[config.mk]
export PLATFORM = sky130hd
export DESIGN_NAME = axi_sram_slave
export DESIGN_NICKNAME = d
export VERILOG_FILES = /design/src/rtl/axi_sram_slave.sv
export SDC_FILE = /design/constraint.sdc
export NUM_CORES = 1
export LEC_CHECK = 0
export ABC_AREA = 1
export BUFFER_PORTS_ARGS = -buffer_cell sky130_fd_sc_hd__buf_2
export CAP_MARGIN = 10
export CORE_ASPECT_RATIO = 1.2
export CORE_UTILIZATION = 50
export DETAILED_ROUTE_END_ITERATION = 8
export PLACE_DENSITY = 0.84
export SKIP_CTS_REPAIR_TIMING = 1
export SLEW_MARGIN = 20
export SYNTH_ARGS = -nofsm -noshare
export SYNTH_HDL_FRONTEND = slang
export SYNTH_SLANG_ARGS = --single-unit
[constraint.sdc]
create_clock -name aclk -period 2.3 [get_ports aclk]
set_input_delay 0.46 -clock aclk [delete_from_list [all_inputs] [get_ports aclk]]
set_output_delay 0.46 -clock aclk [all_outputs]
set_load 0.02 [all_outputs]
[src/rtl/axi_sram_slave.sv]
// AXI slave mapping INCR/FIXED bursts onto a simple dual-port synchronous RAM.
// Read and write channels run as independent one-hot FSMs; one burst in flight per channel.
module axi_sram_slave #(
    parameter int ADDR_W = 16
) (
    input  logic              aclk,
    input  logic              aresetn,
    input  logic [3:0]        arid,
    input  logic [31:0]       araddr,
    input  logic [7:0]        arlen,
    input  logic [2:0]        arsize,
    input  logic [1:0]        arburst,
    input  logic              arvalid,
    output logic              arready,
    output logic [3:0]        rid,
    output logic [31:0]       rdata,
    output logic [1:0]        rresp,
    output logic              rlast,
    output logic              rvalid,
    input  logic              rready,
    input  logic [3:0]        awid,
    input  logic [31:0]       awaddr,
    input  logic [7:0]        awlen,
    input  logic [2:0]        awsize,
    input  logic [1:0]        awburst,
    input  logic              awvalid,
    output logic              awready,
    input  logic [31:0]       wdata,
    input  logic [3:0]        wstrb,
    input  logic              wlast,
    input  logic              wvalid,
    output logic              wready,
    output logic [3:0]        bid,
    output logic [1:0]        bresp,
    output logic              bvalid,
    input  logic              bready,
    output logic              ram_ren,
    output logic [ADDR_W-1:0] ram_raddr,
    input  logic [31:0]       ram_rdata,
    output logic [3:0]        ram_wen,
    output logic [ADDR_W-1:0] ram_waddr,
    output logic [31:0]       ram_wdata
);

    typedef enum logic [3:0] {
        R_IDLE = 4'b0001,
        R_ADDR = 4'b0010,
        R_WAIT = 4'b0100,
        R_DATA = 4'b1000
    } r_state_t;

    typedef enum logic [2:0] {
        W_IDLE = 3'b001,
        W_DATA = 3'b010,
        W_RESP = 3'b100
    } w_state_t;

    r_state_t    r_state, r_next;
    logic [3:0]  r_id;
    logic [31:0] r_addr;
    logic [7:0]  r_len;
    logic [2:0]  r_size;
    logic [1:0]  r_burst;
    logic [7:0]  r_cnt;
    logic [31:0] r_data;
    logic        r_final;

    w_state_t    w_state, w_next;
    logic [3:0]  w_id;
    logic [31:0] w_addr;
    logic [7:0]  w_len;
    logic [2:0]  w_size;
    logic [1:0]  w_burst;
    logic [7:0]  w_cnt;
    logic        w_err;
    logic        w_final;

    // FIXED holds the address; every other burst type steps by the beat size.
    function automatic logic [31:0] next_addr(input logic [31:0] a, input logic [2:0] s,
                                              input logic [1:0] b);
        return (b == 2'b00) ? a : a + (32'd1 << s);
    endfunction

    assign r_final = (r_cnt == r_len);
    assign w_final = (w_cnt == w_len);

    // Read state register.
    always_ff @(posedge aclk) begin
        if (!aresetn) r_state <= R_IDLE;
        else          r_state <= r_next;
    end

    // Read next-state: address, RAM wait, then hold the beat until rready.
    always_comb begin
        r_next = r_state;
        case (r_state)
            R_IDLE:  if (arvalid) r_next = R_ADDR;
            R_ADDR:  r_next = R_WAIT;
            R_WAIT:  r_next = R_DATA;
            R_DATA:  if (rready) r_next = r_final ? R_IDLE : R_ADDR;
            default: r_next = R_IDLE;
        endcase
    end

    // Read outputs decoded from state.
    always_comb begin
        arready = (r_state == R_IDLE);
        ram_ren = (r_state == R_ADDR);
        rvalid  = (r_state == R_DATA);
        rlast   = (r_state == R_DATA) && r_final;
    end

    // Read datapath: request capture, RAM data capture, beat advance.
    always_ff @(posedge aclk) begin
        if (!aresetn) begin
            r_id    <= '0;
            r_addr  <= '0;
            r_len   <= '0;
            r_size  <= '0;
            r_burst <= '0;
            r_cnt   <= '0;
            r_data  <= '0;
        end else begin
            if (r_state == R_IDLE && arvalid) begin
                r_id    <= arid;
                r_addr  <= araddr;
                r_len   <= arlen;
                r_size  <= arsize;
                r_burst <= arburst;
                r_cnt   <= '0;
            end
            if (r_state == R_WAIT) r_data <= ram_rdata;
            if (r_state == R_DATA && rready && !r_final) begin
                r_cnt  <= r_cnt + 8'd1;
                r_addr <= next_addr(r_addr, r_size, r_burst);
            end
        end
    end

    assign rid       = r_id;
    assign rdata     = r_data;
    assign rresp     = 2'b00;
    assign ram_raddr = r_addr[ADDR_W+1:2];

    // Write state register.
    always_ff @(posedge aclk) begin
        if (!aresetn) w_state <= W_IDLE;
        else          w_state <= w_next;
    end

    // Write next-state: the beat count alone ends the burst; wlast only flags errors.
    always_comb begin
        w_next = w_state;
        case (w_state)
            W_IDLE:  if (awvalid) w_next = W_DATA;
            W_DATA:  if (wvalid && w_final) w_next = W_RESP;
            W_RESP:  if (bready) w_next = W_IDLE;
            default: w_next = W_IDLE;
        endcase
    end

    // Write outputs: each accepted W beat goes straight to the RAM port.
    always_comb begin
        awready = (w_state == W_IDLE);
        wready  = (w_state == W_DATA);
        bvalid  = (w_state == W_RESP);
        bresp   = ((w_state == W_RESP) && w_err) ? 2'b10 : 2'b00;
        ram_wen = ((w_state == W_DATA) && wvalid) ? wstrb : '0;
    end

    // Write datapath: request capture, beat advance, wlast consistency tracking.
    always_ff @(posedge aclk) begin
        if (!aresetn) begin
            w_id    <= '0;
            w_addr  <= '0;
            w_len   <= '0;
            w_size  <= '0;
            w_burst <= '0;
            w_cnt   <= '0;
            w_err   <= 1'b0;
        end else begin
            if (w_state == W_IDLE && awvalid) begin
                w_id    <= awid;
                w_addr  <= awaddr;
                w_len   <= awlen;
                w_size  <= awsize;
                w_burst <= awburst;
                w_cnt   <= '0;
                w_err   <= 1'b0;
            end
            if (w_state == W_DATA && wvalid) begin
                if (wlast != w_final) w_err <= 1'b1;
                if (!w_final) begin
                    w_cnt  <= w_cnt + 8'd1;
                    w_addr <= next_addr(w_addr, w_size, w_burst);
                end
            end
        end
    end

    assign bid       = w_id;
    assign ram_waddr = w_addr[ADDR_W+1:2];
    assign ram_wdata = wdata;

endmodule

==> results.toml <==
[run_status]
status = "finished, final reports clean"

[power_and_ir_drop]
swShare_pct = 31.42
power.total_mw = 6.058
clock_power_share_pct = 39.3
p_sw_mw = 1.903
comb_power_share_pct = 19.7
vdd_drop_max_mv = 0.4949
p_int_mw = 4.155
power.density_nw_per_um2 = 670.6
p_leak_nw = 4.480
p_seq_share_pct = 41.1

[setup_path]
startpoint = "w_size[1]"
path_max_fanout = 5
arrival_ps = 2440
r2r_cells = 14
endpoint = "w_addr[12]"
crit_type = "flip-flop to flip-flop"
end_kind = "flip-flop"
r2r_end = "w_addr[12]"
cp.required_ps = 2560
r2r_slack_ps = 120
startpoint_type = "flip-flop"
r2r-start = "w_size[1]"

[yosys]
ys_seq_area_share_pct = 32.55
yosysWarnings = 0
synth-seq-cells = 126
post_synth_num_cell_types = 41
synthCells = 1205
synth.cell_area_um2 = 7750
syn_avg_cell_area_um2 = 6.431

[clocking]
clock-sinks = 126
cts_tree = "done"
clk_pin_slew_worst_paths_ps = 60
root_buffer = "clkbuf_16"
clk_latency_ps = 420
h-tree-depth = 4
cts_made_buffers = 17
clk_path_buf_depth = 2

[floorplan]
rows = 49
io_pins = 293
core-area_um2 = 15080
die-height_um = 138.4
die_x_um = 115.7
initial_core_util_pct = 51.39
die_area_um2 = 16000

[detailed_routing]
wl_per_cell_um = 13.09
drt_iter0_drc = 481
via_count = 7880
drt-met1-wl_um = 8279
postRouteWirelength_um = 20290
ant_nets = 0
drc_errors = 0
dr.pass1.iters = 5
wl_met2_um = 10340
vias_per_cell = 5.084
top_layer = "met4"
wl_met3_um = 1006

[sta]
hold_viol = 0
clock_skew_ps = 18.55
tightest_slew_ps = 747.3
finalSetupViolCount = 0
fmax_mhz = 459.2
maxSlewHeadroom_pct = 50.00
min_period_ps = 2178
fin_crit_sh_pct = 94.69
slew_violations = 0

[hold_path]
hold_class = "input port to flip-flop"

[global_route]
first_global_vias = 7349
grt_max_degree = 54
grt_antenna_before_repair = 1
grt-ovfl-total = 0
grt_pass1_wl_um = 33310
grt_usage_pct = 25.85

[run]
maxCapViolations = 0

[layout]
layout_common_cells = "nand2_1 (258), buf_2 (197), nor2_1 (190)"
nets = 1529
fill_cells = 1486
drive_above_1_share_pct = 22.08
area_delta_synth_final_pct = 16.56
final_cells = 1550
final_util_pct = 59.90
final_common_cell = "nand2_1"

[placed_design]
dp_hpwl_um = 14520
io_buffers = 197
dp.cells = 1519
globalplace.congestion = 0.9211
-- per-stage QoR --
step / setup slack (ps) / area (um2) / setup TNS, ps / hold WS, ps
global placement: 83.89 / 8432 / 0 / 450.3
CTS: -74.07 / 8945 / -171.4 / 258.7
floorplan: 303.5 / 7757 / 0 / 439.8
detailed placement: -67.90 / 8432 / -150.6 / 456.9
global route: -89.68 / 9034 / -237.1 / 270.8
finish: 122.2 / 9034 / 0 / 255.9
-- critical path, stage by stage (launching register included) --
cell and delay, ps:
dfxtp_2 350, nor3_2 220, ha_1 200, inv_1 60
fa_1 410, inv_1 100, nand3_1 80, nand3_2 100
nand2_2 70, nand2_2 110, nand2_1 60, nand2_1 60
nand3_1 70, nand3_1 70, a21oi_1 60
-- sequential cells by signal, summed over array words and instances, names as in the netlist, 2 cells and up --
signal / count
w_size: 3
r_state: 4
r_size: 3
w_addr: 18
r_burst: 2
w_burst: 2
w_cnt: 8
w_len: 8
r_cnt: 8
r_addr: 18
bid: 4
rdata: 32
r_len: 8
w_state: 3
rid: 4
-- kinds of logic (layout without fill, tap and decap cells) --
| group | count (synthesis) | count (layout) | share of synthesized area, % |
|---|---|---|---|
| AOI/OAI and AO/OA | 197 | 197 | 13.16 |
| other | 1 | 4 | 0.04839 |
| and+or+nand+nor | 601 | 601 | 33.21 |
| xor gates and xnor gates | 14 | 14 | 1.582 |
| adders and majority gates | 20 | 20 | 3.423 |
| buffers and inverters | 246 | 384 | 16.03 |
| DFF | 126 | 126 | 32.55 |
-- metal layers --
metal / up-vias / global-route usage [%]
li1: 4019 / -
met2: 248 / 45.76
met1: 3555 / 29.64
met4: 0 / 12.75
met5: - / 0
met3: 58 / 4.209
-- how the worst min path moves through the flow --
| stage | startpoint | slack (ps) | cells past startpoint | to |
|---|---|---|---|---|
| 2_1_floorplan | w_err | 440 | 2 | w_err |
| 3_3_place_gp | w_err | 450 | 2 | w_err |
| 3_5_place_dp | w_len[0] | 460 | 2 | w_len[0] |
| 4_1_cts | awid[0] | 260 | 3 | bid[0] |
| 5_1_grt | awid[2] | 270 | 3 | bid[2] |
| 6_report | awid[0] | 260 | 3 | bid[0] |
-- Yosys cell counts --
master	count	share of area, %
a21boi_0	2	0.19
buf_1	4	0.19
inv_1	133	6.4
and2_1	3	0.24
a211oi_1	1	0.097
nand3_1	77	5.0
a21oi_1	69	4.5
nand3b_1	6	0.58
ha_1	18	2.9
a22oi_1	1	0.097
a21o_1	1	0.097
nand2_4	2	0.29
o21ai_2	1	0.11
conb_1	1	0.048
o211ai_1	2	0.19
nor3_4	1	0.21
or2_2	4	0.32
buf_2	7	0.45
buf_6	5	0.73
dfxtp_1	126	33
nor3b_1	4	0.39
nor3_1	28	1.8
o21bai_1	5	0.48
nand2_1	262	13
and3_1	1	0.081
nand2_2	4	0.32
clkbuf_1	20	0.97
nor2_1	190	9.2
nor2_2	3	0.24
buf_4	72	7.0
inv_4	1	0.081
xnor2_1	8	0.90
nand3_2	4	0.52
inv_2	4	0.19
o21ai_0	114	7.4
fa_1	2	0.52
o21ai_1	1	0.065
nand4_1	8	0.65
nand2_8	1	0.26
nor2_4	3	0.44
xor2_1	6	0.68
-- power groups by stage --
stage	clock, mW	combinational [mW]	sequential, mW
2_1_floorplan	0	0.952	2.50
6_report	2.38	1.19	2.49
5_1_grt	2.50	1.35	2.51
3_3_place_gp	0	1.14	2.51
4_1_cts	2.40	1.17	2.47
3_5_place_dp	0	1.17	2.52
-- area by class of cell --
| cell class | instances | area [um2] | share of cell area (%) |
|---|---|---|---|
| sequential | 126 | 2532 | 28.03 |
| multi-input combinational | 835 | 4061 | 44.96 |
| inverter | 138 | 520.5 | 5.762 |
| tap | 204 | 255.2 | 2.825 |
| timing repair buffer | 217 | 1149 | 12.71 |
| clock buffer | 18 | 439.2 | 4.861 |
| antenna | 1 | 2.502 | 0.02770 |
| clock inverter | 11 | 73.82 | 0.8172 |
Power figures use the tool's default switching activity.
